### config.mk
export PLATFORM = sky130hd
export DESIGN_NAME = tt_serdes
export DESIGN_NICKNAME = d
export VERILOG_FILES = /design/src/rtl/serdes_pkg.sv /design/src/rtl/serdes_rx.sv /design/src/rtl/tt_serdes.sv
export SDC_FILE = /design/constraint.sdc
export NUM_CORES = 1
export LEC_CHECK = 0
export CORE_UTILIZATION = 51
export DETAILED_ROUTE_END_ITERATION = 16
export PLACE_DENSITY_LB_ADDON = 0.2
export SYNTH_ARGS = -nofsm -noshare
export SYNTH_HDL_FRONTEND = slang
export SYNTH_SLANG_ARGS = --single-unit
### constraint.sdc
create_clock -name clk -period 2.5 [get_ports clk]
set_clock_uncertainty 0.2 [all_clocks]
set_input_delay 0.5 -clock clk [delete_from_list [all_inputs] [get_ports clk]]
set_output_delay 0.5 -clock clk [all_outputs]
set_load 0.01 [all_outputs]
### src/rtl/serdes_pkg.sv
// Shared states, pin map and framing constants for the tt_serdes UART block.
// Build with SERDES_PARITY_EN defined to add an even-parity bit to every frame.
package serdes_pkg;

    typedef enum logic [2:0] {
        TX_IDLE,
        TX_SEND_START,
        TX_SEND_DATA,
`ifdef SERDES_PARITY_EN
        TX_SEND_PARITY,
`endif
        TX_SEND_STOP
    } tx_state_t;

    typedef enum logic [2:0] {
        RX_IDLE,
        RX_START,
        RX_DATA,
`ifdef SERDES_PARITY_EN
        RX_PARITY,
`endif
        RX_STOP,
        RX_RECOVER
    } rx_state_t;

    // Bit positions within uio_in / uio_out
    localparam int TX_START = 0;
    localparam int TX_SER   = 1;
    localparam int RX_SER   = 2;
    localparam int TX_BUSY  = 3;
    localparam int RX_VALID = 4;
    localparam int RX_ERR   = 5;
    localparam int LOOPBACK = 6;

    localparam logic [7:0] UIO_OE = 8'b0011_1010;

`ifdef SERDES_PARITY_EN
    localparam int FRAME_BITS = 11;
`else
    localparam int FRAME_BITS = 10;
`endif

endpackage

### src/rtl/serdes_rx.sv
// UART receiver: 2-flop synchronizer, mid-bit sampling FSM and output register.
// With SERDES_PARITY_EN defined, a parity bit is checked before the stop bit.
module serdes_rx
    import serdes_pkg::*;
#(
    parameter int CLKS_PER_BIT = 8
) (
    input  logic       clk,
    input  logic       rst,
    input  logic       rx_line,
    output logic [7:0] rx_data,
    output logic       rx_valid,
    output logic       rx_frame_err
);

    localparam int CNT_W = $clog2(CLKS_PER_BIT);
    localparam logic [CNT_W-1:0] BIT_LAST  = CNT_W'(CLKS_PER_BIT - 1);
    localparam logic [CNT_W-1:0] HALF_LAST = CNT_W'(CLKS_PER_BIT / 2 - 1);

    logic             sync1, line;
    rx_state_t        state, state_d;
    logic [CNT_W-1:0] cnt, cnt_d;
    logic [2:0]       bit_cnt, bit_d;
    logic [7:0]       shift, shift_d;
    logic             par_bad, par_bad_d;
    logic [7:0]       data_d;
    logic             valid_d, err_d;

    always_ff @(posedge clk) begin
        if (rst) begin
            sync1        <= 1'b1;
            line         <= 1'b1;
            state        <= RX_IDLE;
            cnt          <= '0;
            bit_cnt      <= '0;
            shift        <= '0;
            par_bad      <= 1'b0;
            rx_data      <= '0;
            rx_valid     <= 1'b0;
            rx_frame_err <= 1'b0;
        end else begin
            sync1        <= rx_line;
            line         <= sync1;
            state        <= state_d;
            cnt          <= cnt_d;
            bit_cnt      <= bit_d;
            shift        <= shift_d;
            par_bad      <= par_bad_d;
            rx_data      <= data_d;
            rx_valid     <= valid_d;
            rx_frame_err <= err_d;
        end
    end

    // Start is confirmed half a bit in; every later sample lands one full bit after the last.
    always_comb begin
        state_d   = state;
        cnt_d     = (cnt == BIT_LAST) ? '0 : cnt + 1'b1;
        bit_d     = bit_cnt;
        shift_d   = shift;
        par_bad_d = par_bad;
        data_d    = rx_data;
        valid_d   = 1'b0;
        err_d     = rx_frame_err;
        unique case (state)
            RX_IDLE: begin
                cnt_d = '0;
                if (!line) state_d = RX_START;
            end
            RX_START: begin
                if (cnt == HALF_LAST) begin
                    cnt_d     = '0;
                    bit_d     = '0;
                    par_bad_d = 1'b0;
                    state_d   = line ? RX_IDLE : RX_DATA;
                end
            end
            RX_DATA: begin
                if (cnt == BIT_LAST) begin
                    shift_d = {line, shift[7:1]};
                    bit_d   = bit_cnt + 1'b1;
                    if (bit_cnt == 3'd7) begin
`ifdef SERDES_PARITY_EN
                        state_d = RX_PARITY;
`else
                        state_d = RX_STOP;
`endif
                    end
                end
            end
`ifdef SERDES_PARITY_EN
            RX_PARITY: begin
                if (cnt == BIT_LAST) begin
                    par_bad_d = line ^ (^shift);
                    state_d   = RX_STOP;
                end
            end
`endif
            RX_STOP: begin
                if (cnt == BIT_LAST) begin
                    if (line && !par_bad) begin
                        data_d  = shift;
                        valid_d = 1'b1;
                        err_d   = 1'b0;
                        state_d = RX_IDLE;
                    end else begin
                        err_d   = 1'b1;
                        state_d = RX_RECOVER;
                    end
                end
            end
            RX_RECOVER: begin
                cnt_d = '0;
                if (line) state_d = RX_IDLE;
            end
            default: state_d = RX_IDLE;
        endcase
    end

endmodule

### src/rtl/tt_serdes.sv
// TinyTapeout wrapper: UART transmitter FSM, loopback mux and serdes_rx instance.
// Define SERDES_PARITY_EN to send and check an even-parity bit (11-bit frames).
module tt_serdes
    import serdes_pkg::*;
#(
    parameter int CLKS_PER_BIT = 8
) (
    input  logic       clk,
    input  logic       rst,
    input  logic       ena,
    input  logic [7:0] ui_in,
    input  logic [7:0] uio_in,
    output logic [7:0] uo_out,
    output logic [7:0] uio_out,
    output logic [7:0] uio_oe
);

    localparam int CNT_W = $clog2(CLKS_PER_BIT);
    localparam logic [CNT_W-1:0] BIT_LAST = CNT_W'(CLKS_PER_BIT - 1);

    tx_state_t        tx_state, tx_state_d;
    logic [CNT_W-1:0] tx_cnt, tx_cnt_d;
    logic [2:0]       tx_bit, tx_bit_d;
    logic [7:0]       tx_data, tx_data_d;
    logic             start_q, start_rise, tx_go;
    logic             tx_serial, tx_busy;
    logic             rx_src, rx_valid, rx_frame_err;
    logic [7:0]       rx_data;
    logic             unused_inputs;

    assign start_rise = uio_in[TX_START] & ~start_q;
    assign tx_go      = start_rise & ena & (tx_state == TX_IDLE);

    always_ff @(posedge clk) begin
        if (rst) begin
            tx_state <= TX_IDLE;
            tx_cnt   <= '0;
            tx_bit   <= '0;
            tx_data  <= '0;
            start_q  <= 1'b0;
        end else begin
            tx_state <= tx_state_d;
            tx_cnt   <= tx_cnt_d;
            tx_bit   <= tx_bit_d;
            tx_data  <= tx_data_d;
            start_q  <= uio_in[TX_START];
        end
    end

    // Edges arriving outside IDLE (or with ena low) are simply dropped.
    always_comb begin
        tx_state_d = tx_state;
        tx_cnt_d   = (tx_cnt == BIT_LAST) ? '0 : tx_cnt + 1'b1;
        tx_bit_d   = tx_bit;
        tx_data_d  = tx_data;
        tx_serial  = 1'b1;
        tx_busy    = 1'b1;
        unique case (tx_state)
            TX_IDLE: begin
                tx_busy  = 1'b0;
                tx_cnt_d = '0;
                if (tx_go) begin
                    tx_data_d  = ui_in;
                    tx_state_d = TX_SEND_START;
                end
            end
            TX_SEND_START: begin
                tx_serial = 1'b0;
                if (tx_cnt == BIT_LAST) begin
                    tx_bit_d   = '0;
                    tx_state_d = TX_SEND_DATA;
                end
            end
            TX_SEND_DATA: begin
                tx_serial = tx_data[tx_bit];
                if (tx_cnt == BIT_LAST) begin
                    tx_bit_d = tx_bit + 1'b1;
                    if (tx_bit == 3'd7) begin
`ifdef SERDES_PARITY_EN
                        tx_state_d = TX_SEND_PARITY;
`else
                        tx_state_d = TX_SEND_STOP;
`endif
                    end
                end
            end
`ifdef SERDES_PARITY_EN
            TX_SEND_PARITY: begin
                tx_serial = ^tx_data;
                if (tx_cnt == BIT_LAST) tx_state_d = TX_SEND_STOP;
            end
`endif
            TX_SEND_STOP: begin
                if (tx_cnt == BIT_LAST) tx_state_d = TX_IDLE;
            end
            default: tx_state_d = TX_IDLE;
        endcase
    end

    assign rx_src = uio_in[LOOPBACK] ? tx_serial : uio_in[RX_SER];

    serdes_rx #(
        .CLKS_PER_BIT(CLKS_PER_BIT)
    ) u_rx (
        .clk         (clk),
        .rst         (rst),
        .rx_line     (rx_src),
        .rx_data     (rx_data),
        .rx_valid    (rx_valid),
        .rx_frame_err(rx_frame_err)
    );

    always_comb begin
        uio_out           = 8'h00;
        uio_out[TX_SER]   = tx_serial;
        uio_out[TX_BUSY]  = tx_busy;
        uio_out[RX_VALID] = rx_valid;
        uio_out[RX_ERR]   = rx_frame_err;
    end

    assign uo_out = rx_data;
    assign uio_oe = UIO_OE;

    assign unused_inputs = &{1'b0, uio_in[7], uio_in[5:3], uio_in[1]};

endmodule

---- After elaboration in Yosys (flattened, before gate mapping) ----
Cells that the tools add are included.
storage, ports and cells
  bits in registers ....................... 47
  input port bits ......................... 19
  output and inout bits ................... 24
  word-level logic and storage cells ...... 93
operators by class
  add/sub/neg operators ................... 4
  order comparisons ....................... 1
  equality and inequality tests ........... 23
  multiplexer cells ....................... 30
  bitwise gates (word level) .............. 6
  reduce and logical (&&, ||, !) cells .... 15
operators with widths
  kind                                                                   number
  3-bit 2-to-1 mux                                                       17
  3-bit case mux with 2 select lines                                     3
  3-bit by 2-bit == test with 1-bit output (second input constant)       5
  3-bit == test (second input constant)                                  5
  3-bit case mux with 5 select lines                                     1
  3-bit by 1-bit adder with 3-bit output (second input constant)         4
  2-bit != test (second input constant)                                  6
  3-bit case mux with 4 select lines                                     1
  2-bit by 1-bit != test with 1-bit output (second input constant)       5
  3-bit AND reduction                                                    3
  3-bit by 1-bit == test with 1-bit output (second input constant)       2
  3-bit logical NOT                                                      2
  2-bit AND reduction                                                    3
  6-bit AND reduction                                                    1
  3-bit OR reduction                                                     2
  1-bit 2-to-1 mux                                                       5
  5-bit AND reduction                                                    1
  3-bit by 4-bit < comparator with 1-bit output (second input constant)  1
  2-bit nonzero test                                                     2
  1-bit AND                                                              3
  1-bit binary-select mux with 3-bit select                              1
  1-bit NOT                                                              3
  2-bit 2-to-1 mux                                                       1
  1-bit case mux with 2 select lines                                     1
  2-bit OR reduction                                                     1

---- Depth between registers and ports, before layout ----
Gate-level depths: netlist of run 1.
  depth after elaboration ................. 6
  depth in mapped cells ................... 6
  mapped depth without buffers ............ 6

---- Cells and area by module ----
A second synthesis of run 1 with hierarchy kept.
unflattened totals
  cell total of the unflattened synthesis .. 231
  area total of the unflattened synthesis .. 2,267.2 um^2
by module, submodules not included
  module     instances  cells an instance  area an instance (um^2)
  serdes_rx  1          121                1,278.7
  tt_serdes  1          110                988.4

---- Least setup slack after synthesis of run 1 ----
No wires, ideal clock.
  kind .................................... register to output
  start point ............................. register tx_bit[0]
  end point ............................... output uio_out[1]
  data arrival time ....................... 1,335 ps
  required time ........................... 1,800 ps
  path slack .............................. 465 ps
  cell stages (with the launch flop) ...... 7
  buffers on the path ..................... 2
  cells stage by stage .................... dfxtp_1 > buf_6 > mux4_2 > nor2_1 > nand4b_4 > o21ai_2 > buf_4
between the ends
  word-level cells in the longest chain between the ends .. 3
RTL lines
  element                                    line             RTL
  start: declaration                         tt_serdes.sv:23  logic [2:0] tx_bit, tx_bit_d;
  start signal: assignment                   tt_serdes.sv:44  tx_bit <= tx_bit_d;
  1-bit binary-select mux with 3-bit select  tt_serdes.sv:75  tx_serial = tx_data[tx_bit];
  1-bit 2-to-1 mux (not written as such)     tt_serdes.sv:75
  1-bit case mux with 2 select lines         tt_serdes.sv:58  unique case (tx_state)
  end: declaration                           tt_serdes.sv:14  output logic [7:0] uio_out,
No other way between the ends. The select of a mux whose other input is x is not followed.

---- Worst setup path after layout of run 1 ----
Ends and elaborated chain as after synthesis.

==> flow_metrics.py, run 1 <==
metrics = {
    "die": {
        "die_area_sq_mm": 0.004585,
        "die_h_um": 67.71,
        "dieWidth_um": 67.71,
        "initial_utilization_pct": 53.89,
        "coreArea_sq_mm": 0.004086,
        "io_pins": 43,
        "row_count": 23,
    },
    "timing": {
        "rsz0062_at_grt": "no",
        "fin_ws_ns": 0.1233,
        "final-hold-violation-count": 0,
        "max_freq_ghz": 0.4208,
        "fin_crit_sh_pct": 95.07,
        "fin_setup_tns_ns": 0,
        "period_needed_ns": 2.377,
        "slew_viol_final": 0,
        "setup_viol": 0,
    },
    "power": {
        "swShare_pct": 25.95,
        "p_int_w": 0.001205,
        "powerDensity_mw_per_mm2": 645.6,
        "p_leak_nw": 1.019,
        "ir_drop_mv": 0.4562,
        "clkPwrFrac_pct": 33.4,
        "sequentialPowerShare_pct": 49.1,
        "p_comb_share_pct": 17.6,
        "p_sw_w": 0.0004223,
    },
    "final_layout": {
        "nets": 284,
        "final_cell_area_sq_mm": 0.002520,
        "multi_input_area_sq_mm": 0.001120,
        "syn2layout_area_growth_pct": 14.43,
        "register_area_sq_um": 923.4,
        "antenna_cells": 0,
        "n_fill_cell": 364,
        "drive_gt1_share_pct": 9.200,
    },
    "detailed_routing": {
        "ant_nets": 0,
        "drt_iter0_drc": 60,
        "dr.pass1.iters": 4,
        "via_per_inst": 5.143,
        "drc": 0,
        "vias": 1543,
        "wl_per_cell_um": 11.75,
        "wirelength_um": 3524,
    },
    "clocking": {
        "worstSkewPairLatency_ns": 0.30,
        "cts_buffers": 5,
        "ctsRootBufferMaster": "clkbuf_8",
        "cts-htree-levels": 2,
        "clk_path_buf_depth": 2,
        "cts_tree": "yes",
        "ctsHoldBuffers": 0,
        "clk_pin_slew_worst_paths_ns": 0.08,
        "post_cts_buffers": 0,
        "cts_sinks": 46,
    },
    "placement": {
        "dp_hpwl_um": 2449,
        "dp_slack_ns": 0.1523,
        "place_congestion": 0.7716,
        "place_area_sq_mm": 0.002402,
        "port_buffers": 25,
    },
    "setup_path": {
        "regToRegSetupSlack_ns": 0.56,
        "cp.required_ns": 1.80,
        "cp-end-kind": "primary output",
        "worstPathArrival_ns": 1.68,
        "path_class": "register to primary output",
        "cp-start-kind": "register",
        "crit_fanout": 2,
    },
    "grt": {
        "antenna_found_initial": 0,
        "grt_util_met3_pct": 5.068,
        "track_usage_pct": 17.42,
        "busiest_layer": "met2",
        "use_met2_pct": 29.83,
        "grt_first_pass_wirelength_um": 5961,
        "grt_pass1_vias": 1399,
        "grt_max_degree": 47,
        "grt_remaining_overflow": 0,
        "met1_usage_pct": 20.35,
    },
    "logic_synthesis": {
        "synth_edf_count": 0,
        "yosysWarnings": 0,
        "synth.ff_latch_count": 46,
        "async_flop_share_pct": 0,
        "synthesis.area_sq_mm": 0.002202,
        "syn_inst": 232,
        "synthFlopType": "dfxtp_1",
        "synth.avg_cell_area_sq_um": 9.492,
        "synth.distinct_cells": 40,
        "yosysSeqAreaShare_pct": 41.82,
    },
    "run_status": {
        "status": "complete, no violations",
    },
    "job": {
        "maxCapViolations": 0,
    },
    "hold_path": {
        "hp-class": "register to register",
    },
}
through the flow:
step | total power (W) | util [%] | hold WS [ns] | cells
finish | 0.001627 | 61.67 | 0.2160 | 300
global route | 0.001713 | 61.67 | 0.2436 | 300
CTS | 0.001638 | 61.45 | 0.2229 | 300
detailed placement | 0.001097 | 58.79 | 0.1998 | 292
global placement | 0.001093 | 58.79 | 0.1938 | 292
floorplan | 0.001040 | - | 0.1895 | 242
final timing paths:
kind / from / to / cells past startpoint
max: tx_bit[0] / uio_out[1] / 5
min: u_rx.sync1 / u_rx.line / 1
max reg2reg: u_rx.state[1] / u_rx.shift[3] / 4
min reg2reg: u_rx.sync1 / u_rx.line / 1
synth_stat cells (4+ instances only):
master | count | area (sq um)
dfxtp_1 | 46 | 920.9
nor2_1 | 28 | 105.1
nand2_1 | 21 | 78.83
mux2i_1 | 20 | 200.2
buf_4 | 18 | 135.1
a21oi_1 | 16 | 80.08
ha_1 | 16 | 200.2
inv_1 | 5 | 18.77
buf_2 | 4 | 20.02
clkbuf_1 | 4 | 15.01
nor2b_1 | 4 | 25.02
nor3_1 | 4 | 20.02
cell usage in the layout, fill, tap and decap left out, drive strengths merged, types with 3 or more instances in the layout:
cell type,count
a21oi,17
and3b,3
nand3,3
nor3,6
and2,3
nor3b,3
clkbuf,6
dfxtp,46
mux2i,20
nor2b,4
conb,12
nand3b,3
o21ai,4
buf,3
inv,5
clkdlybuf4s50,24
ha,16
nor2,28
nand2,21
power by group through the flow:
stage | clock (W) | combinational (W) | sequential [W]
floorplan | 0 | 0.000235 | 0.000805
global placement | 0 | 0.000279 | 0.000813
detailed placement | 0 | 0.000282 | 0.000814
CTS | 0.000561 | 0.000279 | 0.000798
global route | 0.000590 | 0.000319 | 0.000804
finish | 0.000543 | 0.000286 | 0.000799
cell type report:
class / instances / share of cell area [%]
Inverter: 5 / 0.7448
Clock buffer: 6 / 2.880
Tap cell: 50 / 2.483
Multi-Input combinational cell: 163 / 44.44
Clock inverter: 2 / 1.490
Timing Repair Buffer: 28 / 11.32
Sequential cell: 46 / 36.64
cell families after synthesis:
group / share of synthesized area (%)
and+or+nand+nor: 20.74
adders and majority gates: 9.091
other: 0.3410
muxes: 11.14
xor gates and xnor gates: 0.3978
buffers and inverters: 9.261
DFF: 41.82
AOI/OAI and AO/OA: 7.216
layer usage:
metal	part of all wire, %	wire length [um]	vias up
li1	-	-	790
met1	47	1658	724
met2	49	1713	24
met3	2.7	95	5
met4	1.6	56	0
met5	0	0	-
state kept, by name (all words and copies together) (netlist names):
| signal | flops |
|---|---|
| u_rx.line | 1 |
| tx_data | 8 |
| tx_state | 2 |
| u_rx.cnt | 3 |
| tx_bit | 3 |
| tx_cnt | 3 |
| u_rx.state | 3 |
| u_rx.rx_valid | 1 |
| u_rx.rx_frame_err | 1 |
| u_rx.sync1 | 1 |
| start_q | 1 |
| u_rx.rx_data | 8 |
| u_rx.bit_cnt | 3 |
| u_rx.shift | 8 |
what timing repair did:
action,in CTS,in global routing
endpoints found under the setup margin,1,2
resized for setup,1,5
gates cloned,0,0
critical path, stage by stage, from the launching register on:
cell and delay, ns:
dfxtp_2 0.34, mux4_2 0.50, nor2_2 0.10, nand4b_4 0.14, o21ai_2 0.06, clkdlybuf4s15_1 0.24
No activity file was read; power rests on OpenSTA's default activity.
==> run 2, diff against run 1 <==
Settings changed: SLEW_MARGIN from default to 20.
==> results of run 2 <==
No change in the layout: final DEF, timing and power equal those of run 1.
==> run 3, diff against run 2 <==
Settings changed: CORE_UTILIZATION 51 to 60, DONT_BUFFER_PORTS from default to 1, HOLD_SLACK_MARGIN from default to 0.08.
Clock period 2.5 ns to 2.31 ns, I/O delays scaled along.
==> run 3 against run 2 <==
Effect of this change: sequential share of layout area increased by 2.9 points; hold slack got worse by 0.027 ns; highest routed layer unchanged; largest power group unchanged; non-clock buffer count shrank 13; routed wire length is 4.1% higher; sequential power grew 8.1%; critical path type unchanged; count of clock-buffer cells in the layout stayed put.
==> flow_metrics.py, run 3 (synthesis results as in run 1) <==
metrics = {
    "timing": {
        "fin_crit_sh_pct": 95.67,
        "setup_viol": 0,
        "rsz0062_at_grt": "no",
        "max_freq_ghz": 0.4525,
        "final-hold-violation-count": 0,
        "period_needed_ns": 2.210,
        "fin_setup_tns_ns": 0,
        "slew_viol_final": 0,
    },
    "clocking": {
        "cts-htree-levels": 2,
        "worstSkewPairLatency_ns": 0.36,
        "cts_sinks": 46,
        "cts_tree": "yes",
        "cts_buffers": 5,
        "clk_pin_slew_worst_paths_ns": 0.13,
        "ctsRootBufferMaster": "clkbuf_4",
        "clk_path_buf_depth": 2,
    },
    "power": {
        "p_sw_w": 0.0004294,
        "p_int_w": 0.001094,
        "ir_drop_mv": 0.4091,
        "p_comb_share_pct": 17.3,
        "clkPwrFrac_pct": 26.0,
        "sequentialPowerShare_pct": 56.7,
        "p_leak_nw": 0.9600,
        "powerDensity_mw_per_mm2": 653.5,
        "swShare_pct": 28.19,
    },
    "die": {
        "coreArea_sq_mm": 0.003416,
        "die_area_sq_mm": 0.003916,
        "row_count": 21,
        "dieWidth_um": 62.58,
        "io_pins": 43,
        "die_h_um": 62.58,
        "initial_utilization_pct": 64.47,
    },
    "hold_path": {
        "hold_depth": 2,
        "min-delay-start": "rst",
        "hp-class": "primary input to register",
        "min_delay_worst_endpoint": "u_rx.shift[7]",
    },
    "final_layout": {
        "final_cell_mix": "46 x dfxtp_1, 28 x nor2_1, 21 x nand2_1, 20 x mux2i_1",
        "syn2layout_area_growth_pct": 5.852,
        "post-route-util_pct": 68.24,
        "nets": 271,
        "antenna_cells": 0,
        "reg_top3": "tx_data (8), u_rx.rx_data (8), u_rx.shift (8)",
        "n_fill_cell": 296,
        "drive_gt1_share_pct": 8.439,
        "layout_commonest_cell": "dfxtp_1",
    },
    "setup_path": {
        "r2r_cells": 4,
        "r2r_end": "u_rx.shift[5]",
        "crit_fanout": 2,
        "worstPathArrival_ns": 1.55,
        "regToRegSetupSlack_ns": 0.39,
        "r2r_start": "u_rx.state[1]",
        "crit_path_start": "tx_bit[0]",
        "cp.required_ns": 1.65,
        "cp-end-kind": "primary output",
        "path_class": "register to primary output",
        "cp-start-kind": "register",
    },
    "placement": {
        "port_buffers": 0,
        "dp_hpwl_um": 2598,
        "place_congestion": 0.8190,
    },
    "detailed_routing": {
        "vias": 1525,
        "via_per_inst": 5.389,
        "dr.pass1.iters": 9,
        "wl_per_cell_um": 12.96,
        "wirelength_um": 3669,
        "ant_nets": 0,
        "drt_iter0_drc": 101,
        "drc": 0,
    },
    "grt": {
        "grt_pass1_vias": 1549,
        "grt_first_pass_wirelength_um": 6410,
        "grt_max_degree": 46,
        "track_usage_pct": 21.01,
        "grt_remaining_overflow": 0,
        "antenna_found_initial": 0,
    },
    "job": {
        "maxCapViolations": 0,
    },
    "run_status": {
        "status": "complete, no violations",
    },
}
[run 3: area by class of cell]
| type | instances | area [sq um] | share of cell area, % |
|---|---|---|---|
| Clock buffer | 6 | 51.30 | 2.201 |
| Clock inverter | 2 | 12.51 | 0.5368 |
| Inverter | 5 | 18.77 | 0.8052 |
| Multi-Input combinational cell | 163 | 1115 | 47.83 |
| Sequential cell | 46 | 920.9 | 39.51 |
| Tap cell | 46 | 57.56 | 2.469 |
| Timing Repair Buffer | 15 | 155.1 | 6.656 |
[run 3: worst max-delay path by stage]
stage	end	slack [ns]	cells past startpoint
2_1_floorplan	uio_out[1]	0.31	6
3_3_place_gp	u_rx.shift[2]	0.45	4
3_5_place_dp	u_rx.shift[5]	0.41	4
4_1_cts	uio_out[1]	0.07	4
5_1_grt	uio_out[1]	0.003	4
6_report	uio_out[1]	0.10	4
[run 3: power groups by stage]
stage          Combinational [W]  Sequential [W]  Clock [W]
6_report                0.000264        0.000864   0.000395
3_3_place_gp            0.000227        0.000879          0
4_1_cts                 0.000266        0.000865   0.000418
5_1_grt                 0.000299        0.000871   0.000452
2_1_floorplan           0.000254        0.000871          0
3_5_place_dp            0.000236        0.000883          0
[run 3: layer usage]
metal,vias up,track usage (%),wire length [um]
met2,34,39.67,2010
met4,0,9.884,53
met5,-,0,0
li1,765,-,-
met1,720,21.13,1462
met3,6,5.474,143
[run 3: per-stage QoR]
stage	instance area [sq um]	total power (W)	setup WS, ns	hold WS, ns	instances
final	2331	0.001523	0.1000	0.1888	283
after global routing	2331	0.001622	0.003400	0.1672	283
after CTS	2321	0.001548	0.06515	0.08031	282
after detailed placement	2127	0.001119	0.4123	0.1948	262
after global placement	2127	0.001106	0.4463	0.1933	262
after floorplan	2240	0.001125	0.3129	0.1895	242
[run 3: repair_timing]
item,in CTS,in global routing
buffers inserted,0,0
resized for setup,0,0
hold endpoints to repair,44,2
hold buffers,12,1
setup endpoints to repair,0,0
[run 3: worst max-delay path, stage by stage (launching register included)]
cell	delay, ns
dfxtp_1	0.37
mux4_2	0.50
nor2_1	0.10
nand4b_4	0.15
o21ai_2	0.08
